$ cat src/rtl/sp_sram2.sv
// Single-port SRAM with byte-lane writes, a selectable read-during-write policy,
// 1- or 2-cycle read latency and an optional zero-fill sequence after reset.
module sp_sram2 #(
  parameter int ADDR_WIDTH    = 4,
  parameter int DATA_WIDTH    = 16,
  parameter int BYTE_WIDTH    = 8,
  parameter int DEPTH         = 2 ** ADDR_WIDTH,
  parameter int RDW_MODE      = 0,
  parameter int READ_LATENCY  = 1,
  parameter int INIT_ON_RESET = 1
) (
  input  logic                             clk,
  input  logic                             rst,
  input  logic                             en,
  input  logic                             wr,
  input  logic [ADDR_WIDTH-1:0]            addr,
  input  logic [DATA_WIDTH-1:0]            din,
  input  logic [DATA_WIDTH/BYTE_WIDTH-1:0] be,
  output logic [DATA_WIDTH-1:0]            qout,
  output logic                             qvalid,
  output logic                             busy
);

  localparam int unsigned LANES = DATA_WIDTH / BYTE_WIDTH;

  typedef enum logic {S_INIT, S_READY} state_e;

  state_e                  state_q, state_d;
  logic [ADDR_WIDTH-1:0]   cnt_q, cnt_d;
  logic [DATA_WIDTH-1:0]   mem_q [DEPTH];

  logic                    init_we;
  logic                    acc;
  logic                    in_range;
  logic                    wr_mem;
  logic [DATA_WIDTH-1:0]   old_word;
  logic [DATA_WIDTH-1:0]   merged;
  logic                    resp_v;
  logic [DATA_WIDTH-1:0]   resp_data;
  logic                    v1_q, v1_d;
  logic [DATA_WIDTH-1:0]   d1_q, d1_d;

  // Controller: state register
  always_ff @(posedge clk) begin
    if (rst) begin
      state_q <= (INIT_ON_RESET != 0) ? S_INIT : S_READY;
      cnt_q   <= '0;
    end else begin
      state_q <= state_d;
      cnt_q   <= cnt_d;
    end
  end

  // Controller: next state
  always_comb begin
    state_d = state_q;
    cnt_d   = cnt_q;
    if (state_q == S_INIT) begin
      if (cnt_q == ADDR_WIDTH'(DEPTH - 1)) begin
        state_d = S_READY;
        cnt_d   = '0;
      end else begin
        cnt_d = cnt_q + ADDR_WIDTH'(1);
      end
    end
  end

  // Controller: outputs; rst gates every array and pipeline update
  always_comb begin
    busy    = (state_q == S_INIT);
    init_we = (state_q == S_INIT) && !rst;
    acc     = (state_q == S_READY) && en && !rst;
  end

  if (DEPTH == 2 ** ADDR_WIDTH) begin : g_full
    assign in_range = 1'b1;
  end else begin : g_part
    assign in_range = (addr < ADDR_WIDTH'(DEPTH));
  end

  always_comb begin
    old_word = in_range ? mem_q[addr] : '0;
    merged   = old_word;
    for (int unsigned i = 0; i < LANES; i++) begin
      if (be[i]) merged[i*BYTE_WIDTH +: BYTE_WIDTH] = din[i*BYTE_WIDTH +: BYTE_WIDTH];
    end
    wr_mem = acc && wr && in_range;
  end

  // Response for this cycle's request; out-of-range accesses answer with zero
  always_comb begin
    resp_v    = acc && (!wr || (RDW_MODE != 2));
    resp_data = old_word;
    if (wr && (RDW_MODE == 1)) resp_data = in_range ? merged : '0;
    v1_d = resp_v;
    d1_d = resp_v ? resp_data : d1_q;
  end

  always_ff @(posedge clk) begin
    if (init_we) begin
      mem_q[cnt_q] <= '0;
    end else if (wr_mem) begin
      mem_q[addr] <= merged;
    end
  end

  always_ff @(posedge clk) begin
    if (rst) begin
      v1_q <= 1'b0;
      d1_q <= '0;
    end else begin
      v1_q <= v1_d;
      d1_q <= d1_d;
    end
  end

  if (READ_LATENCY == 2) begin : g_lat2
    logic                  v2_q;
    logic [DATA_WIDTH-1:0] d2_q;
    // d1_q already holds between responses, so the second stage copies freely
    always_ff @(posedge clk) begin
      if (rst) begin
        v2_q <= 1'b0;
        d2_q <= '0;
      end else begin
        v2_q <= v1_q;
        d2_q <= d1_q;
      end
    end
    assign qout   = d2_q;
    assign qvalid = v2_q;
  end else begin : g_lat1
    assign qout   = d1_q;
    assign qvalid = v1_q;
  end

endmodule

$ cat config.mk
export PLATFORM = sky130hd
export DESIGN_NAME = sp_sram2
export DESIGN_NICKNAME = d
export VERILOG_FILES = /design/src/rtl/sp_sram2.sv
export SDC_FILE = /design/constraint.sdc
export NUM_CORES = 1
export LEC_CHECK = 0
export ABC_AREA = 1
export CORE_UTILIZATION = 25
export DETAILED_ROUTE_END_ITERATION = 7
export PLACE_DENSITY = 0.36
export REMOVE_ABC_BUFFERS = 1
export SLEW_MARGIN = 15
export SYNTH_ARGS = -nofsm -noshare
export SYNTH_HDL_FRONTEND = slang
export SYNTH_SLANG_ARGS = --single-unit
$ cat constraint.sdc
create_clock -name clk -period 2.7 [get_ports clk]
set_input_delay 0.675 -clock clk [delete_from_list [all_inputs] [get_ports clk]]
set_output_delay 0.675 -clock clk [all_outputs]
set_load 0.02 [all_outputs]
Word-level counts from Yosys, hierarchy flattened
Memory sizes are Yosys's and may differ from the RTL's. Index checks and enable logic that the tools add are counted.

ROM bits: 0. Bits in latches: 0. Register bits after elaboration: 22. Memories: 1. Bits in writable memories: 256. Output and inout bits: 18. Input bits: 26. Word-level logic and storage cells: 27.

Memory list: mem_q (words 16, bits a word 16, read ports 1, clocked after memory_dff 0, wr ports 1, RTL line 30) `logic [DATA_WIDTH-1:0] mem_q [DEPTH];`.

Reduce and logical (&&, ||, !) cells: 6. Equal/unequal tests: 1. Multiplexer cells: 13. Shift operators: 0. Bitwise operators: 1. $mul: 0. Divide/modulo/power cells: 0. $lt $le $gt $ge: 0. Add/subtract/negate cells: 1.

Operator list (number): 2-to-1 mux 16 bit (1); 2-to-1 mux 8 bit (2); OR reduction 16 bit (1); 2-to-1 mux 1 bit (8); 2-to-1 mux 4 bit (2); adder 4 x 1 -> 4 bit (second input constant) (1); == test 4 bit (second input constant) (1); logical AND 1 bit (4); zero test 1 bit (1); NOT 1 bit (1).

Depth between registers and ports, before layout
Gate-level depths: netlist (run 1).

Depth after elaboration: 8. Depth in mapped cells: 11. Depth with buffers taken out: 9.

Worst setup path before layout (run 1)
OpenSTA, ideal clock, no wires.

Path type: input-to-reg. Start: in en. End: mem mem_q[4][0] (enable). Path slack: 0.209 ns. Arrival time: 2.103 ns. Stages on the path: 9. Data required time: 2.312 ns. Setup time: 0.388 ns. Path through: nand2_4 -> nor2_8 -> nand2_4 -> buf_6 -> nand2_2 -> o21ai_2 -> inv_2 -> nand2_2 -> nor2_1.

Word-level cells in the longest chain between the ends: 8. Elaborated cells on any way between the ends: 9.

Ends and longest elaborated chain: from (decl) (RTL line 14) `input logic en,`; logical AND 1 bit (*) (2 in series) (RTL line 72) `acc = (state_q == S_READY) && en && !rst;`; logical AND 1 bit (*) (RTL line 87) `wr_mem = acc && wr && in_range;`; 2-to-1 mux 1 bit (*) (RTL line 102) `end else if (wr_mem) begin`; 2-to-1 mux 1 bit (*) (RTL line 100) `if (init_we) begin`; 2-to-1 mux 1 bit (implied by the code) (*) (RTL line 103) `mem_q[addr] <= merged;`; OR reduction 16 bit (no line); 2-to-1 mux 4 bit (no line) / 2-to-1 mux 1 bit (equally long branches); to (decl) (RTL line 30).

Mark *: on every way between the ends. The rest lies on a longest branch, timed or not.

Worst setup path after layout (run 1)
Start: reg state_q. End: out busy.

Word-level cells in the longest chain between the ends: 1.

Ends and longest elaborated chain: from (decl) (RTL line 28) `state_e state_q, state_d;`; from (signal assigned) (RTL line 46) `state_q <= (INIT_ON_RESET != 0) ? S_INIT : S_READY;`; from (signal assigned) (RTL line 49) `state_q <= state_d;`; NOT 1 bit (RTL line 70) `busy = (state_q == S_INIT);`; to (decl) (RTL line 21) `output logic busy`.

Every way passes these cells.

==> results by group, run 1 <==
CTS
  – # clock sinks: 278
  – CTS tree: yes
  – Post CTS Setup Buffer Count: 0
  – Clock latency on the worst-skew pair: 530 ps
  – Worst-path clk slew: 60 ps
  – Post-CTS Hold Buffers: 0
  – Max Buffers Root-to-Sink: 3
  – Post-CTS resize count: 0
  – Num CTS Buffers: 34
  – H-Tree Level Count: 2
  – Root buf cell: clkbuf_16

Place
  – Inst Count DP: 1894
  – Routability Congestion: 0.7458
  – IO buf count: 43
  – HPWL after DPL: 24350 um
  – Post-DP Area: 14030 sq um

Drt
  – DR pass1 iterations: 5
  – Antenna viol nets, final: 0
  – WL met3: 1248 um
  – Met2 WL: 18210 um
  – Vias: 8435
  – Via-per-instance ratio: 4.315
  – Detailed Route WL: 38340 um
  – DRC violations left: 0
  – Top Metal Used: met4
  – WL/cell: 19.61 um
  – WL met1: 18210 um
  – Iter 0 DRT Violations: 430

Power and ir drop
  – Peak supply drop: 0.3141 mV
  – Power per cell area: 681.0 nW/um^2
  – Power, Total: 10.39 mW
  – LEAKAGE: 6.537 nW

STA
  – Fmax: 0.4039 GHz
  – Worst-margin pin slew: 376.6 ps
  – Slew HR: 0.7482
  – Clock Skew: 25.82 ps
  – Endpoints failing setup: 0
  – Minimum clock period: 2476 ps
  – Final Max Slew Viols: 0
  – Period utilisation layout: 0.9170
  – RSZ-0062 raised after global routing: no
  – WHS: 469.1 ps
  – Final Hold Violating Endpoints: 0

Layout
  – Layout area overhead: 26.90%
  – Inserted Diodes: 0
  – Final Cell Area: 15260 sq um
  – Util after Layout: 0.3209
  – Layout cell share with drive strength beyond 1: 0.1224
  – # nets final: 1342
  – Final std cells w/o fill: 1955

Setup path
  – Crit path DAT: 1800 ps
  – Startpoint types: register
  – Data required time of the worst path: 2030 ps
  – Max FO, Critical Path: 7
  – Critical path class: reg -> out
  – Worst Setup End Kind: output port
  – Crit path launch: state_q
  – Worst R2R Start: state_q

Flow run
  – # Max-Cap Violations: 0

Yosys
  – Post-synthesis cell type count: 22
  – Area leader, netlist: edfxtp_1
  – Syn Inst Count: 1218
  – Yosys warns: 0
  – Post-synthesis area per instance: 9.873 sq um
  – Top cells by area, synth: edfxtp_1 64%, nand2_1 14%, nand3_1 8.2%
  – Post-synthesis register bit count: 278
  – Share of the synthesized area in the top cell type: 0.6393
  – Seq/Total Area, Yosys: 0.6759
  – Synthesized area: 12030 sq um

Global route
  – Largest net degree at the start of global routing: 52
  – First-pass GRT wire length: 56670 um
  – Initial antenna violation count: 0
  – Grt ovf: 0
  – GRT Overall Usage: 0.1587
  – Number of global-route vias before repair: 8439

Floorplanning
  – Die Area: 48980 sq um
  – IO Pins: 44
  – Die span in x: 221.3 um
  – Initial cell density of the core: 0.2529
  – Core ar.: 47550 sq um
  – Number of core rows: 80
  – Die height: 221.3 um

Status
  – Run status: finished clean

Hold path
  – HP Start: qout[4]
  – Worst min-delay path class: reg -> reg
-- metal layers --
layer,track usage,vias to the layer above
met4,0.04309,0
met3,0.02111,44
met2,0.2648,169
met1,0.2156,4070
met5,0,-
li1,-,4152
-- cell usage in the layout, fill, tap and decap left out, types with 6 or more instances in the layout --
| cell type | count |
|---|---|
| bufinv_16 | 9 |
| buf_12 | 36 |
| inv_1 | 152 |
| nor2_1 | 33 |
| nand3_1 | 197 |
| dfxtp_1 | 22 |
| edfxtp_1 | 256 |
| clkinv_2 | 7 |
| clkinv_1 | 6 |
| clkdlybuf4s50_1 | 40 |
| nor2_2 | 16 |
| nand2_1 | 454 |
| clkbuf_16 | 35 |
| buf_4 | 42 |
-- synth_stat cells --
master,count
nand2_1,454
edfxtp_1,256
nand3_1,197
inv_1,154
nor2_1,49
buf_2,23
dfxtp_1,22
clkbuf_1,21
buf_1,14
a21oi_1,5
nand2_2,5
o21ai_0,3
o21ai_2,3
inv_2,2
nand2_4,2
o21ai_1,2
a211oi_1,1
buf_6,1
clkinv_1,1
ha_1,1
nand4_1,1
nor2_8,1
-- worst paths after layout --
| check | to | slack, ps | cells past startpoint |
|---|---|---|---|
| setup reg to reg | mem_q[1][9] | 630 | 7 |
| hold / removal | qout[4] | 470 | 2 |
| setup / recovery | busy | 220 | 2 |
| hold reg to reg | qout[4] | 470 | 2 |
-- final cells by class --
type	instances	area (sq um)
clock buffers	39	900.9
clock inverters	22	332.8
fillers	4858	32290
inverters	157	591.8
multi-input cells	724	3090
flip-flops and latches	278	8128
well taps	615	769.5
repair buffers	120	1446
-- power breakdown --
group	leakage [nW]	switching [mW]	internal [mW]
registers	2.90	0.0163	4.69
logic	3.03	0.396	0.204
clock network	0.609	1.84	3.25
total	6.54	2.25	8.14
-- state kept, by name (all words and copies together), names as in the netlist --
name     flops
qout        16
qvalid       1
mem_q      256
state_q      1
cnt_q        4
-- stage by stage --
stage / worst slack, ps / TNS, ps
floorplan: -1301 / -455390
global placement: -58.20 / -1636
detailed placement: -68.47 / -4236
CTS: 195.5 / 0
global route: 151.5 / 0
finish: 224.2 / 0
-- critical path, cell delays in order, from the launching register on --
cell and delay [ps]:
dfxtp_1 490, inv_1 210, clkdlybuf4s50_1 580
-- cells by family after synthesis --
group	after synthesis	share of synthesized area
flops	278	0.6759
simple gates	709	0.2457
fa+ha+maj	1	0.001040
buf+inv	216	0.07044
compound gates	14	0.006971
No activity file was read; power rests on OpenSTA's default activity.
==> run 2, diff against run 1 <==
--- a/config.mk
+++ b/config.mk
@@ -8,7 +8,7 @@
 export ABC_AREA = 1
 export CORE_UTILIZATION = 25
 export DETAILED_ROUTE_END_ITERATION = 7
-export PLACE_DENSITY = 0.36
+export PLACE_DENSITY = 0.46
 export REMOVE_ABC_BUFFERS = 1
 export SLEW_MARGIN = 15
 export SYNTH_ARGS = -nofsm -noshare
==> results by group, run 2 (synthesized netlist as in run 1, its figures left out) <==
Setup path
  – FF-to-FF setup slack: 510 ps
  – Worst Setup End Kind: output port
  – Max FO, Critical Path: 7
  – Data required time of the worst path: 2030 ps
  – Startpoint types: register
  – Critical path class: reg -> out
  – Reg-to-reg critical path endpoint: mem_q[13][11]
  – Worst R2R Start: state_q
  – R2R depth: 10
  – Crit path DAT: 1860 ps

Hold path
  – Worst min-delay path class: reg -> reg
  – HP Start: qout[11]
  – Hold Path Sink: qout[11]
  – Hold Path Stages: 2

Drt
  – WL/cell: 18.09 um
  – Detailed Route WL: 35470 um
  – Antenna viol nets, final: 0
  – DR pass1 iterations: 5
  – Iter 0 DRT Violations: 702
  – Vias: 8564
  – Via-per-instance ratio: 4.367
  – DRC violations left: 0

STA
  – Worst-margin pin slew: 422.3 ps
  – Final worst slack: 169.4 ps
  – Final Hold Violating Endpoints: 0
  – Period utilisation layout: 0.9372
  – RSZ-0062 raised after global routing: no
  – Final Max Slew Viols: 0
  – Fmax: 0.3952 GHz
  – Clock Skew: 11.65 ps
  – Minimum clock period: 2531 ps
  – Slew HR: 0.7176
  – Endpoints failing setup: 0

Floorplanning
  – Die span in x: 221.3 um
  – Die height: 221.3 um
  – Number of core rows: 80
  – Die Area: 48980 sq um
  – Initial cell density of the core: 0.2529
  – Core ar.: 47550 sq um
  – IO Pins: 44

Layout
  – # nets final: 1350
  – Top reg by flops: mem_q
  – Inserted Diodes: 0
  – Fill cells: 4834
  – Max reg flops: 256
  – Footprint of the flip-flops and latches: 8128 sq um
  – Most frequent cells in the layout: 454 x nand2_1, 256 x edfxtp_1, 197 x nand3_1, 152 x inv_1, 55 x buf_4
  – Layout cell share with drive strength beyond 1: 0.1233
  – Area occupied by multi-input gates: 3090 sq um
  – Most common cell after layout, fill and taps aside: nand2_1
  – Layout area overhead: 26.37%
  – Final std cells w/o fill: 1961

Global route
  – Number of global-route vias before repair: 8621
  – GRT Overall Usage: 0.1469
  – Initial antenna violation count: 0
  – Largest net degree at the start of global routing: 48
  – First-pass GRT wire length: 54270 um
  – Grt ovf: 0

CTS
  – Post-CTS Hold Buffers: 0
  – Worst-path clk slew: 50 ps
  – CTS tree: yes
  – Clock latency on the worst-skew pair: 510 ps
  – Max Buffers Root-to-Sink: 3
  – # clock sinks: 278
  – Num CTS Buffers: 34
  – Post-CTS resize count: 0
  – Post CTS Setup Buffer Count: 0
  – Root buf cell: clkbuf_16
  – H-Tree Level Count: 2

Power and ir drop
  – Power per cell area: 661.6 nW/um^2
  – Peak supply drop: 0.3432 mV
  – LEAKAGE: 6.515 nW

Status
  – Run status: finished clean

Place
  – IO buf count: 43
  – Inst Count DP: 1902
  – Pre-CTS setup slack: -156.9 ps
  – HPWL after DPL: 23870 um
  – Routability Congestion: 0.7996

Flow run
  – # Max-Cap Violations: 0
-- run 2: changes by cell type in the layout (fill, tap and decap cells not counted) --
cell / previous run / this run
clkbuf_1: 3 / 7
bufinv_16: 9 / 5
clkbuf_8: 1 / 3
buf_12: 36 / 31
buf_4: 42 / 55
clkbuf_16: 35 / 37
inv_6: 1 / 0
clkinv_2: 7 / 2
-- run 2: how the worst max path moves through the flow --
stage	startpoint	endpoint	slack, ps	depth (start not counted)
finish	state_q	busy	170	2
detailed placement	rst	mem_q[7][4]	-160	9
global placement	rst	mem_q[7][9]	-130	9
floorplan	addr[0]	mem_q[6][0]	-1300	5
global route	state_q	busy	90	2
CTS	state_q	busy	170	2
-- run 2: cell type report --
class | instances | area share
tap | 615 | 0.05064
multi-input combinational | 724 | 0.2034
timing repair buffer | 128 | 0.09502
clock inverter | 12 | 0.01177
sequential | 278 | 0.5349
inverter | 157 | 0.03895
clock buffer | 47 | 0.06538
-- run 2: where the power goes --
| part | switching, mW | total, mW | internal (mW) |
|---|---|---|---|
| Sequential | 0.0169 | 4.70 | 4.69 |
| Combinational | 0.384 | 0.580 | 0.196 |
| Clock | 1.73 | 4.77 | 3.04 |
-- run 2: critical path, stage by stage (launching register included) --
cell	delay [ps]
dfxtp_1	550
inv_1	220
clkdlybuf4s50_1	590
-- run 2: routing by layer --
metal | GRT usage | up-vias | share of wire
li1 | - | 4177 | -
met1 | 0.2132 | 4129 | 0.48
met2 | 0.2278 | 212 | 0.45
met3 | 0.02470 | 46 | 0.051
met4 | 0.03361 | 0 | 0.017
met5 | 0 | - | 0
-- run 2: per-stage QoR --
stage | hold slack, ps | TNS, ps | power [mW] | area (sq um) | util
after detailed placement | 464.2 | -17890 | 5.380 | 14020 | 0.2949
after global routing | 484.1 | 0 | 10.39 | 15200 | 0.3196
after floorplan | 467.3 | -455390 | 5.055 | 11770 | -
final | 469.9 | 0 | 10.05 | 15200 | 0.3196
after global placement | 465.9 | -11400 | 5.380 | 14020 | 0.2949
after CTS | 474.3 | 0 | 10.18 | 15200 | 0.3196
